===== src/rtl/pcie_phy_pkg.sv =====
`default_nettype none
// ============================================================================
// Module   : pcie_phy_pkg
// Brief    : Shared symbol constants, scrambler seed, per-symbol pipeline
//            record and LFSR helper functions for the Gen1 scrambler.
// Revision : 1.0 - initial release
// ============================================================================
package pcie_phy_pkg;

    // 8b/10b K-code values as seen on the 8-bit symbol bus
    localparam logic [7:0]  COM       = 8'hBC;   // K28.5
    localparam logic [7:0]  SKP       = 8'h1C;   // K28.0
    localparam logic [7:0]  PAD       = 8'hF7;   // K23.7
    localparam logic [15:0] LFSR_SEED = 16'hFFFF;

    // One symbol lane of the first pipeline stage: raw symbol plus the
    // keystream byte and the final "apply XOR" decision made for it.
    typedef struct packed {
        logic [7:0] data;
        logic       k;
        logic [7:0] key;
        logic       scramble;
    } sym_stage_t;

    // Eight serial steps of the Galois LFSR x^16+x^5+x^4+x^3+1.
    function automatic logic [15:0] lfsr_step8(input logic [15:0] s);
        logic [15:0] r;
        r = s;
        for (int b = 0; b < 8; b++) begin
            r = {r[14:5], r[4] ^ r[15], r[3] ^ r[15], r[2] ^ r[15], r[1], r[0], r[15]};
        end
        return r;
    endfunction

    // Data bit i is XORed with LFSR bit 15 after i steps, which is the
    // initial bit 15-i, so the keystream byte is the reversed top byte.
    function automatic logic [7:0] bit_rev8(input logic [7:0] b);
        logic [7:0] r;
        for (int i = 0; i < 8; i++) begin
            r[i] = b[7-i];
        end
        return r;
    endfunction

endpackage
`default_nettype wire


===== src/rtl/byte_scramble.sv =====
`default_nettype none
// ============================================================================
// Module   : byte_scramble
// Brief    : Single-symbol scrambler step. Produces the keystream byte for
//            the incoming LFSR state, advances/reseeds the LFSR and tracks
//            the ordered-set bypass window. Chained once per symbol lane.
// Revision : 1.0 - initial release
// ============================================================================
module byte_scramble
    import pcie_phy_pkg::*;
#(
    parameter int OS_LEN = 16,
    parameter int CNT_W  = 5
) (
    input  logic             active,
    input  logic [7:0]       sym,
    input  logic             sym_k,
    input  logic [15:0]      lfsr_in,
    input  logic [CNT_W-1:0] cnt_in,
    input  logic             pend_in,
    output logic [15:0]      lfsr_out,
    output logic [CNT_W-1:0] cnt_out,
    output logic             pend_out,
    output logic [7:0]       key,
    output logic             bypass
);

    // The symbol right after COM is the first bypassed one; the counter
    // then holds the number of bypassed symbols still to come.
    localparam logic [CNT_W-1:0] c_WIN_RELOAD = CNT_W'(OS_LEN - 2);

    logic w_is_com;
    logic w_is_skp;

    assign w_is_com = sym_k && (sym == COM);
    assign w_is_skp = sym_k && (sym == SKP);
    assign key      = bit_rev8(lfsr_in[15:8]);

    // Next LFSR / window state for this symbol; inactive lanes pass through.
    always_comb begin
        lfsr_out = lfsr_in;
        cnt_out  = cnt_in;
        pend_out = pend_in;
        bypass   = 1'b0;
        if (active) begin
            if (w_is_com) begin
                lfsr_out = LFSR_SEED;
                cnt_out  = '0;
                pend_out = 1'b1;
            end else begin
                if (!w_is_skp) begin
                    lfsr_out = lfsr_step8(lfsr_in);
                end
                if (pend_in) begin
                    // COM followed by SKP is a SKP ordered set: no window.
                    pend_out = 1'b0;
                    if (!w_is_skp) begin
                        bypass  = 1'b1;
                        cnt_out = c_WIN_RELOAD;
                    end
                end else if (cnt_in != '0) begin
                    bypass  = 1'b1;
                    cnt_out = cnt_in - CNT_W'(1);
                end
            end
        end
    end

endmodule
`default_nettype wire


===== src/rtl/gen1_scramble_wide.sv =====
`default_nettype none
// ============================================================================
// Module   : gen1_scramble_wide
// Brief    : Multi-symbol-per-beat PCIe Gen1 scrambler with COM/SKP handling,
//            ordered-set bypass window and a fixed two-stage pipeline.
// Revision : 1.0 - initial release
// ============================================================================
module gen1_scramble_wide
    import pcie_phy_pkg::*;
#(
    parameter int MAX_BYTES = 4,
    parameter int OS_LEN    = 16
) (
    input  logic                   clk_i,
    input  logic                   rst_ni,
    input  logic [5:0]             pipe_width_i,
    input  logic                   data_valid_i,
    input  logic [8*MAX_BYTES-1:0] data_in_i,
    input  logic [MAX_BYTES-1:0]   data_k_in_i,
    input  logic                   scramble_disable_i,
    input  logic                   compliance_i,
    output logic                   data_valid_o,
    output logic [8*MAX_BYTES-1:0] data_out_o,
    output logic [MAX_BYTES-1:0]   data_k_out_o
);

    localparam int CNT_W = $clog2(OS_LEN) + 1;

    typedef struct packed {
        logic [15:0]      lfsr;
        logic [CNT_W-1:0] cnt;
        logic             com_pend;
    } scr_state_t;

    scr_state_t                  r_state;
    scr_state_t                  w_state_next;
    sym_stage_t [MAX_BYTES-1:0]  r_s1;
    sym_stage_t [MAX_BYTES-1:0]  w_s1_next;
    logic                        r_s1_valid;
    logic [8*MAX_BYTES-1:0]      r_s2_data;
    logic [8*MAX_BYTES-1:0]      w_s2_data_next;
    logic [MAX_BYTES-1:0]        r_s2_k;
    logic [MAX_BYTES-1:0]        w_s2_k_next;
    logic                        r_s2_valid;

    logic [15:0]                 w_lfsr_chain [MAX_BYTES+1];
    logic [CNT_W-1:0]            w_cnt_chain  [MAX_BYTES+1];
    logic                        w_pend_chain [MAX_BYTES+1];
    logic [7:0]                  w_key        [MAX_BYTES];
    logic [MAX_BYTES-1:0]        w_bypass;
    logic [MAX_BYTES-1:0]        w_active;
    logic [3:0]                  w_nbytes;
    logic                        w_unused_width_lsbs;

    // A 64-bit width wraps to 0 on the 6-bit width port, so 0 means 8 bytes.
    assign w_nbytes            = (pipe_width_i == 6'd0) ? 4'd8 : {1'b0, pipe_width_i[5:3]};
    assign w_unused_width_lsbs = ^pipe_width_i[2:0];

    assign w_lfsr_chain[0] = r_state.lfsr;
    assign w_cnt_chain[0]  = r_state.cnt;
    assign w_pend_chain[0] = r_state.com_pend;

    for (genvar gi = 0; gi < MAX_BYTES; gi++) begin : g_byte
        assign w_active[gi] = (4'(gi) < w_nbytes);

        byte_scramble #(
            .OS_LEN (OS_LEN),
            .CNT_W  (CNT_W)
        ) u_byte (
            .active   (w_active[gi]),
            .sym      (data_in_i[8*gi +: 8]),
            .sym_k    (data_k_in_i[gi]),
            .lfsr_in  (w_lfsr_chain[gi]),
            .cnt_in   (w_cnt_chain[gi]),
            .pend_in  (w_pend_chain[gi]),
            .lfsr_out (w_lfsr_chain[gi+1]),
            .cnt_out  (w_cnt_chain[gi+1]),
            .pend_out (w_pend_chain[gi+1]),
            .key      (w_key[gi]),
            .bypass   (w_bypass[gi])
        );
    end

    // Scrambler state update, stage-1 lane decisions and stage-2 XOR result.
    always_comb begin
        w_state_next   = r_state;
        w_s1_next      = '0;
        w_s2_data_next = '0;
        w_s2_k_next    = '0;
        if (data_valid_i) begin
            w_state_next.lfsr     = w_lfsr_chain[MAX_BYTES];
            w_state_next.cnt      = w_cnt_chain[MAX_BYTES];
            w_state_next.com_pend = w_pend_chain[MAX_BYTES];
        end
        for (int i = 0; i < MAX_BYTES; i++) begin
            w_s1_next[i].data     = data_in_i[8*i +: 8];
            w_s1_next[i].k        = data_k_in_i[i];
            w_s1_next[i].key      = w_key[i];
            w_s1_next[i].scramble = w_active[i] && !data_k_in_i[i] && !w_bypass[i]
                                    && !scramble_disable_i && !compliance_i;
            w_s2_data_next[8*i +: 8] = r_s1[i].data ^ (r_s1[i].scramble ? r_s1[i].key : 8'h00);
            w_s2_k_next[i]           = r_s1[i].k;
        end
    end

    // State and both pipeline stages; reset reseeds and flushes everything.
    always_ff @(posedge clk_i) begin
        if (!rst_ni) begin
            r_state.lfsr     <= LFSR_SEED;
            r_state.cnt      <= '0;
            r_state.com_pend <= 1'b0;
            r_s1             <= '0;
            r_s1_valid       <= 1'b0;
            r_s2_data        <= '0;
            r_s2_k           <= '0;
            r_s2_valid       <= 1'b0;
        end else begin
            r_state    <= w_state_next;
            r_s1       <= w_s1_next;
            r_s1_valid <= data_valid_i;
            r_s2_data  <= w_s2_data_next;
            r_s2_k     <= w_s2_k_next;
            r_s2_valid <= r_s1_valid;
        end
    end

    assign data_valid_o = r_s2_valid;
    assign data_out_o   = r_s2_data;
    assign data_k_out_o = r_s2_k;

endmodule
`default_nettype wire


===== config.mk =====
export PLATFORM = sky130hd
export DESIGN_NAME = gen1_scramble_wide
export DESIGN_NICKNAME = d
export VERILOG_FILES = /design/src/rtl/pcie_phy_pkg.sv /design/src/rtl/byte_scramble.sv /design/src/rtl/gen1_scramble_wide.sv
export SDC_FILE = /design/constraint.sdc
export NUM_CORES = 1
export LEC_CHECK = 0
export CORE_ASPECT_RATIO = 0.7
export CORE_MARGIN = 2
export CORE_UTILIZATION = 45
export DETAILED_ROUTE_END_ITERATION = 12
export HOLD_SLACK_MARGIN = 0.06
export PLACE_DENSITY = 0.74
export SLEW_MARGIN = 30
export SYNTH_ARGS = -nofsm -noshare
export SYNTH_HDL_FRONTEND = slang
export SYNTH_SLANG_ARGS = --single-unit

===== constraint.sdc =====
create_clock -name clk_i -period 5.1 [get_ports clk_i]
set_input_delay 1.02 -clock clk_i [delete_from_list [all_inputs] [get_ports clk_i]]
set_output_delay 1.02 -clock clk_i [all_outputs]
set_load 0.05 [all_outputs]

== Word level (Yosys, flattened, before mapping) ==
Index checks and enable logic that the tools add are counted.

* $add $sub $neg: 4
* Multiply operators: 0
* Div/mod/pow operators: 0
* Order comparisons: 4
* Equality and inequality tests: 8
* Shift operators: 0
* Muxes and demuxes: 65
* Bitwise gates (word level): 100
* Reductions and logical operators: 39

{| class="wikitable"
|+ Operators with widths
! cell !! count
|-
| $mux W16 || 12
|-
| $mux W5 || 20
|-
| $xor A1 B1 Y1 || 96
|-
| $eq A8 B5 Y1 const B || 4
|-
| $eq A8 B8 Y1 const B || 4
|-
| $mux W8 || 4
|-
| $xor A8 B8 Y8 || 4
|-
| $mux W1 || 28
|-
| $logic_and A1 B1 Y1 || 24
|-
| $reduce_bool A5 Y1 || 4
|-
| $sub A5 B1 Y5 const B || 4
|-
| $logic_not A1 Y1 || 10
|-
| $lt A1 B4 Y1 const A || 2
|-
| $lt A2 B4 Y1 const A || 2
|-
| $logic_not A6 Y1 || 1
|-
| $mux W4 || 1
|}

* Register bits after elaboration: 132
* Bits in latches: 0
* Memory bits (writable): 0
* ROM bits: 0
* Input port bits: 47
* Memories kept: 0

== Logic depth before layout (Yosys ltp) ==
Gate-level depths: netlist of the first run.

* Depth in word-level cells: 25
* Mapped depth: 22
* Gate-level depth less buffers: 22

== By module ==
A second synthesis of the first run with hierarchy kept.

* Cell total of the unflattened synthesis: 860
* Area, all modules: 7484.7 um^2

{| class="wikitable"
|+ Modules (own cells, without submodules)
! module !! instances !! cells each !! area each (um^2) !! seq. area each (um^2)
|-
| gen1_scramble_wide || 1 || 380 || 4235.3 || 2642.5
|-
| byte_scramble (g_byte[0].u_byte ...) || 3 || 121 || 820.8 || 0.0
|-
| byte_scramble (g_byte[3].u_byte) || 1 || 117 || 787.0 || 0.0
|}

== Least setup slack after synthesis of the first run ==
No wires, ideal clock.

* Path kind: input to register
* From: in data_in_i[6]
* To: reg r_state[3] (netlist name)
* Arrival time: 4960 ps
* Required time: 4975 ps
* Setup slack: 14 ps
* Cell stages on the path: 19
* Cells stage by stage: nor3b_4 > nand3_1 > and3_1 > o21ai_0 > ha_1 > and2_4 > a21boi_1 > nand3_1 > nand3_1 > ha_1 > o311ai_1 > or4_4 > a31oi_1 > a2bb2o_1 > ha_1 > nor2b_1 > o21ai_0 > a32oi_1 > o21ai_0

* Longest elaborated chain between the ends: 21
* Elaborated cells on any way between the ends: 33
* Classes of those cells: add/sub: 3; eq/ne: 2; mux: 23; reduce/logical: 5

{| class="wikitable"
|+ Ends and longest elaborated chain
! element !! RTL line !! RTL
|-
| start: declaration || gen1_scramble_wide.sv:18 || <nowiki>input logic [8*MAX_BYTES-1:0] data_in_i,</nowiki>
|-
| $eq A8 B5 Y1 || byte_scramble.sv:36 || <nowiki>assign w_is_skp = sym_k && (sym == SKP);</nowiki>
|-
| $logic_and A1 B1 Y1 || byte_scramble.sv:36 ||
|-
| $mux W5 || byte_scramble.sv:57 || <nowiki>if (!w_is_skp) begin</nowiki>
|-
| $mux W5 || byte_scramble.sv:54 || <nowiki>if (pend_in) begin</nowiki>
|-
| $mux W5 || byte_scramble.sv:46 || <nowiki>if (w_is_com) begin</nowiki>
|-
| $mux W5 || byte_scramble.sv:45 || <nowiki>if (active) begin</nowiki>
|-
| $sub A5 B1 Y5 / $reduce_bool A5 Y1 (equally long branches) || byte_scramble.sv:63, byte_scramble.sv:61 ||
|-
| $mux W5 || byte_scramble.sv:61 || <nowiki>end else if (cnt_in != '0) begin</nowiki>
|-
| [5 not listed] || n/a ||
|-
| $mux W5 || byte_scramble.sv:54 ||
|-
| $mux W5 || byte_scramble.sv:46 ||
|-
| $mux W5 || byte_scramble.sv:45 ||
|-
| $sub A5 B1 Y5 / $reduce_bool A5 Y1 (equally long branches) || byte_scramble.sv:63, byte_scramble.sv:61 ||
|-
| $mux W5 || byte_scramble.sv:61 ||
|-
| $mux W5 || byte_scramble.sv:54 ||
|-
| $mux W5 || byte_scramble.sv:46 ||
|-
| $mux W5 * || byte_scramble.sv:45 ||
|-
| end signal: assignment || gen1_scramble_wide.sv:118 || <nowiki>r_state <= w_state_next;</nowiki>
|-
| end: declaration || gen1_scramble_wide.sv:35 || <nowiki>scr_state_t r_state;</nowiki>
|}

Every way passes the cells marked *; elsewhere a longest branch is shown, timed or not.
A chain may end at the register's enable or synchronous reset.

== Worst setup path after layout of the first run ==
* From: in pipe_width_i[1]
* To: reg r_state[4] (netlist name)

* Longest elaborated chain between the ends: 19
* Elaborated cells on any way between the ends: 31
* Classes of those cells: add/sub: 3; order compare: 4; mux: 20; reduce/logical: 4

{| class="wikitable"
|+ Ends and longest elaborated chain
! element !! RTL line !! RTL
|-
| start: declaration || gen1_scramble_wide.sv:16 || <nowiki>input logic [5:0] pipe_width_i,</nowiki>
|-
| $logic_not A6 Y1 * || gen1_scramble_wide.sv:56 || <nowiki>assign w_nbytes = (pipe_width_i == 6'd0) ? 4'd8 : {1'b0, pipe_width_i[5:3]};</nowiki>
|-
| $mux W4 * || gen1_scramble_wide.sv:56 ||
|-
| $lt A1 B4 Y1 || gen1_scramble_wide.sv:64 || <nowiki>assign w_active[gi] = (4'(gi) < w_nbytes);</nowiki>
|-
| $mux W5 || byte_scramble.sv:45 ||
|-
| $sub A5 B1 Y5 / $reduce_bool A5 Y1 (equally long branches) || byte_scramble.sv:63, byte_scramble.sv:61 ||
|-
| $mux W5 || byte_scramble.sv:61 ||
|-
| $mux W5 || byte_scramble.sv:54 ||
|-
| $mux W5 || byte_scramble.sv:46 ||
|-
| [3 not listed] || n/a ||
|-
| $mux W5 || byte_scramble.sv:54 ||
|-
| $mux W5 || byte_scramble.sv:46 ||
|-
| $mux W5 || byte_scramble.sv:45 ||
|-
| $sub A5 B1 Y5 / $reduce_bool A5 Y1 (equally long branches) || byte_scramble.sv:63, byte_scramble.sv:61 ||
|-
| $mux W5 || byte_scramble.sv:61 ||
|-
| $mux W5 || byte_scramble.sv:54 ||
|-
| $mux W5 || byte_scramble.sv:46 ||
|-
| $mux W5 * || byte_scramble.sv:45 ||
|}

Marked as above.

==> results.yml, run 1 <==
status:
  outcome: "finished, final reports clean"
power_and_ir_drop:
  peakVddDrop_mv: 0.5876
  internal_power_uw: 4709
  pwr-share-seq_pct: 17.2
  leakage_uw: 0.003807
  powerDensity_nw_per_um2: 859.9
  total_power_uw: 8126
  p_clk_share_pct: 15.6
  power_frac_comb_pct: 67.1
  switching_share_pct: 42.04
  p_switching_uw: 3416
die:
  io_pins: 84
  die_x_um: 153.6
  dieArea_um2: 16700
  chipHeight_um: 108.7
  core_um2: 15400
  rows: 38
  floorplan.initialDensity_pct: 45.78
place:
  portBuffers: 83
  gp_congestion: 1.008
  dpl_worst_slack_ns: -0.3964
  hpwlAfterDp_um: 15770
global_route:
  grt_antenna_before_repair: 1
  grt_use_total_pct: 25.31
  use_met3_pct: 7.671
  grt_max_degree: 51
  grt_overflow: 0
  use_met1_pct: 36.62
  grt.met2_usage_pct: 36.51
  grt_pass1_vias: 6041
  grt_first_pass_wirelength_um: 32600
  busiest_layer: "met1"
logic_synthesis:
  syn_inst: 831
  ys_seq_elements: 132
  syn_area_um2: 7052
  synth_cell_types: 89
  synth.avg_cell_area_um2: 8.486
  synth_top_area_cell: "dfxtp_1"
  synth_top_flop_cell: "dfxtp_1"
  yosysTopAreaCellShare_pct: 37.47
  ys_seq_area_share_pct: 37.47
  synth_commonest_cells: "dfxtp_1, nor2_1, nand2_1"
  syn_nets: 885
  synth_most_common_cell: "dfxtp_1"
  synth_edf_count: 0
  ys_warn_count: 0
  async_flop_share_pct: 0
  synth.area.top_cells: "dfxtp_1, xor2_1, xnor2_1, and2_1, nor2_1"
critical_path:
  crit_arrival_ns: 5.31
  cp_max_fo: 4
  r2r_cells: 22
  startpoint_type: "input pin"
  crit_type: "input pin to flip-flop"
  end_kind: "flip-flop"
  required_ns: 5.42
detailed_routing:
  drt_wl_total_um: 21280
  detail_route.wl_per_cell_um: 17.63
  drt-initial-drc-count: 796
  post-route-drc-count: 0
  ant_nets: 0
  num_vias: 6721
  firstDrtPassIters: 5
  via_per_inst: 5.568
cts:
  cts_hold_buffers: 0
  clk_latency_ns: 0.43
  clock_sinks: 132
  clockRootBuffer: "clkbuf_16"
  clkTransAtPathRegs_ns: 0.06
  cts_tree: "built"
  clockBufferDepth: 2
  htreeDepth: 4
  cts_buffers: 17
timing:
  hold_violations: 0
  setup_viol: 0
  finalCritPeriodShare_pct: 97.91
  finalMaxSlewViolations: 0
  slew_headroom_pct: 45.53
  fin_skew_ns: 0.007847
  fmax_mhz: 200.3
  min_period_ns: 4.993
  worst_pin_slew_ns: 0.8140
  setup_slack_ns: 0.1067
final_layout:
  syn_to_final_growth_pct: 34.00
  fill_cells: 1329
  nNetsFinal: 1048
  antennaDiodeCount: 0
  drive_gt1_share_pct: 18.17
worst_hold_path:
  min_path_cells: 1
  hold_path_class: "flip-flop to flip-flop"
job:
  maxCapViolations: 0
-- worst max-delay path, cell delays in order --
cell	delay, ns
clkdlybuf4s50_1	0.42
or3_4	0.41
buf_4	0.15
a211o_1	0.28
o211a_1	0.14
a21oi_1	0.25
o21ai_0	0.16
nand4_1	0.10
o311a_1	0.21
ha_2	0.20
o311ai_2	0.11
or4_4	0.59
buf_4	0.16
a21o_1	0.16
o21ai_0	0.14
buf_4	0.20
nand3_1	0.09
or3_1	0.31
a31o_1	0.21
-- final cells by class --
class / instances / area [um^2] / share of cell area (%)
Multi-Input combinational cell: 643 / 4255 / 45.03
Sequential cell: 132 / 2643 / 27.97
Timing Repair Buffer: 191 / 1652 / 17.48
Clock buffer: 19 / 442.9 / 4.688
Tap cell: 200 / 250.2 / 2.648
Clock inverter: 13 / 172.7 / 1.827
Inverter: 9 / 33.78 / 0.3575
-- path summary, 6_finish.rpt --
check                                     start               to  slack [ns]
worst min register to register          r_s1[9]  data_k_out_o[0]        0.43
worst max-delay path            pipe_width_i[1]       r_state[4]        0.11
worst min-delay path                    r_s1[9]  data_k_out_o[0]        0.43
worst max register to register       r_state[2]       r_state[4]        0.38
-- cells in the final DEF, fill, tap and decap left out, drive strengths merged, types with 5 or more instances in the layout --
cell	netlist	routed
a211oi	5	5
a21o	11	11
a21oi	44	44
a31oi	5	5
and2	62	62
and3	6	6
buf	13	109
clkbuf	34	19
clkdlybuf4s50	0	79
dfxtp	132	132
ha	7	7
inv	9	14
mux2i	8	8
nand2	81	81
nand2b	6	6
nand3	22	22
nor2	95	95
nor3	14	14
nor4	6	6
o211ai	13	13
o21ai	33	33
o22a	6	6
o22ai	16	16
or3	10	10
or4	5	5
xnor2	47	47
xor2	57	57
-- per-layer routing --
metal	part of all wire, %	routed length [um]	vias to the layer above
met2	42	8855	302
li1	-	-	3240
met3	8.8	1869	31
met4	1.5	321	0
met1	48	10240	3148
met5	0	0	-
-- metrics by stage --
stage / util (%) / setup TNS [ns] / instances / hold WS (ns) / area, um^2
6_report: 61.34 / 0 / 1207 / 0.4341 / 9449
5_1_grt: 61.34 / -0.01428 / 1207 / 0.4494 / 9449
4_1_cts: 60.55 / 0 / 1202 / 0.4345 / 9328
3_5_place_dp: 56.55 / -2.036 / 1170 / 0.4202 / 8712
3_3_place_gp: 56.55 / -1.212 / 1170 / 0.4180 / 8712
2_1_floorplan: - / 0 / 831 / 0.4119 / 7052
-- registers in the layout, indices dropped and copies added (netlist names) --
name	flops
data_valid_o	1
data_k_out_o	4
r_s1	72
data_out_o	32
r_s1_valid	1
r_state	22
-- power by group through the flow --
stage	registers (uW)	logic (uW)	clock network [uW]
finish	1400	5450	1270
floorplan	1350	3620	0
global route	1410	5800	1340
detailed placement	1410	5200	0
global placement	1410	5180	0
CTS	1390	5250	1290
-- repair_timing --
item	in CTS	in global routing
resized for setup	0	21
buffers inserted	0	5
setup endpoints to repair	0	6
-- cells by family (layout without fill, tap and decap cells) --
kind of cell / count (synthesis) / after routing / share of synthesized area [%]
adders and majority gates: 7 / 7 / 1.242
AOI/OAI and AO/OA: 188 / 188 / 19.32
xor gates and xnor gates: 105 / 105 / 13.34
and+or+nand+nor: 332 / 332 / 23.85
muxes: 11 / 11 / 1.615
buffers and inverters: 56 / 232 / 3.158
DFF: 132 / 132 / 37.47
(Power assumes the default switching activity.)
==> inputs of run 2 (changes only) <==
ABC_AREA = 0   (was not set)
SLEW_MARGIN = 10   (was 30)
==> results of run 2 <==
No change in the layout: final DEF, timing and power equal those of run 1.
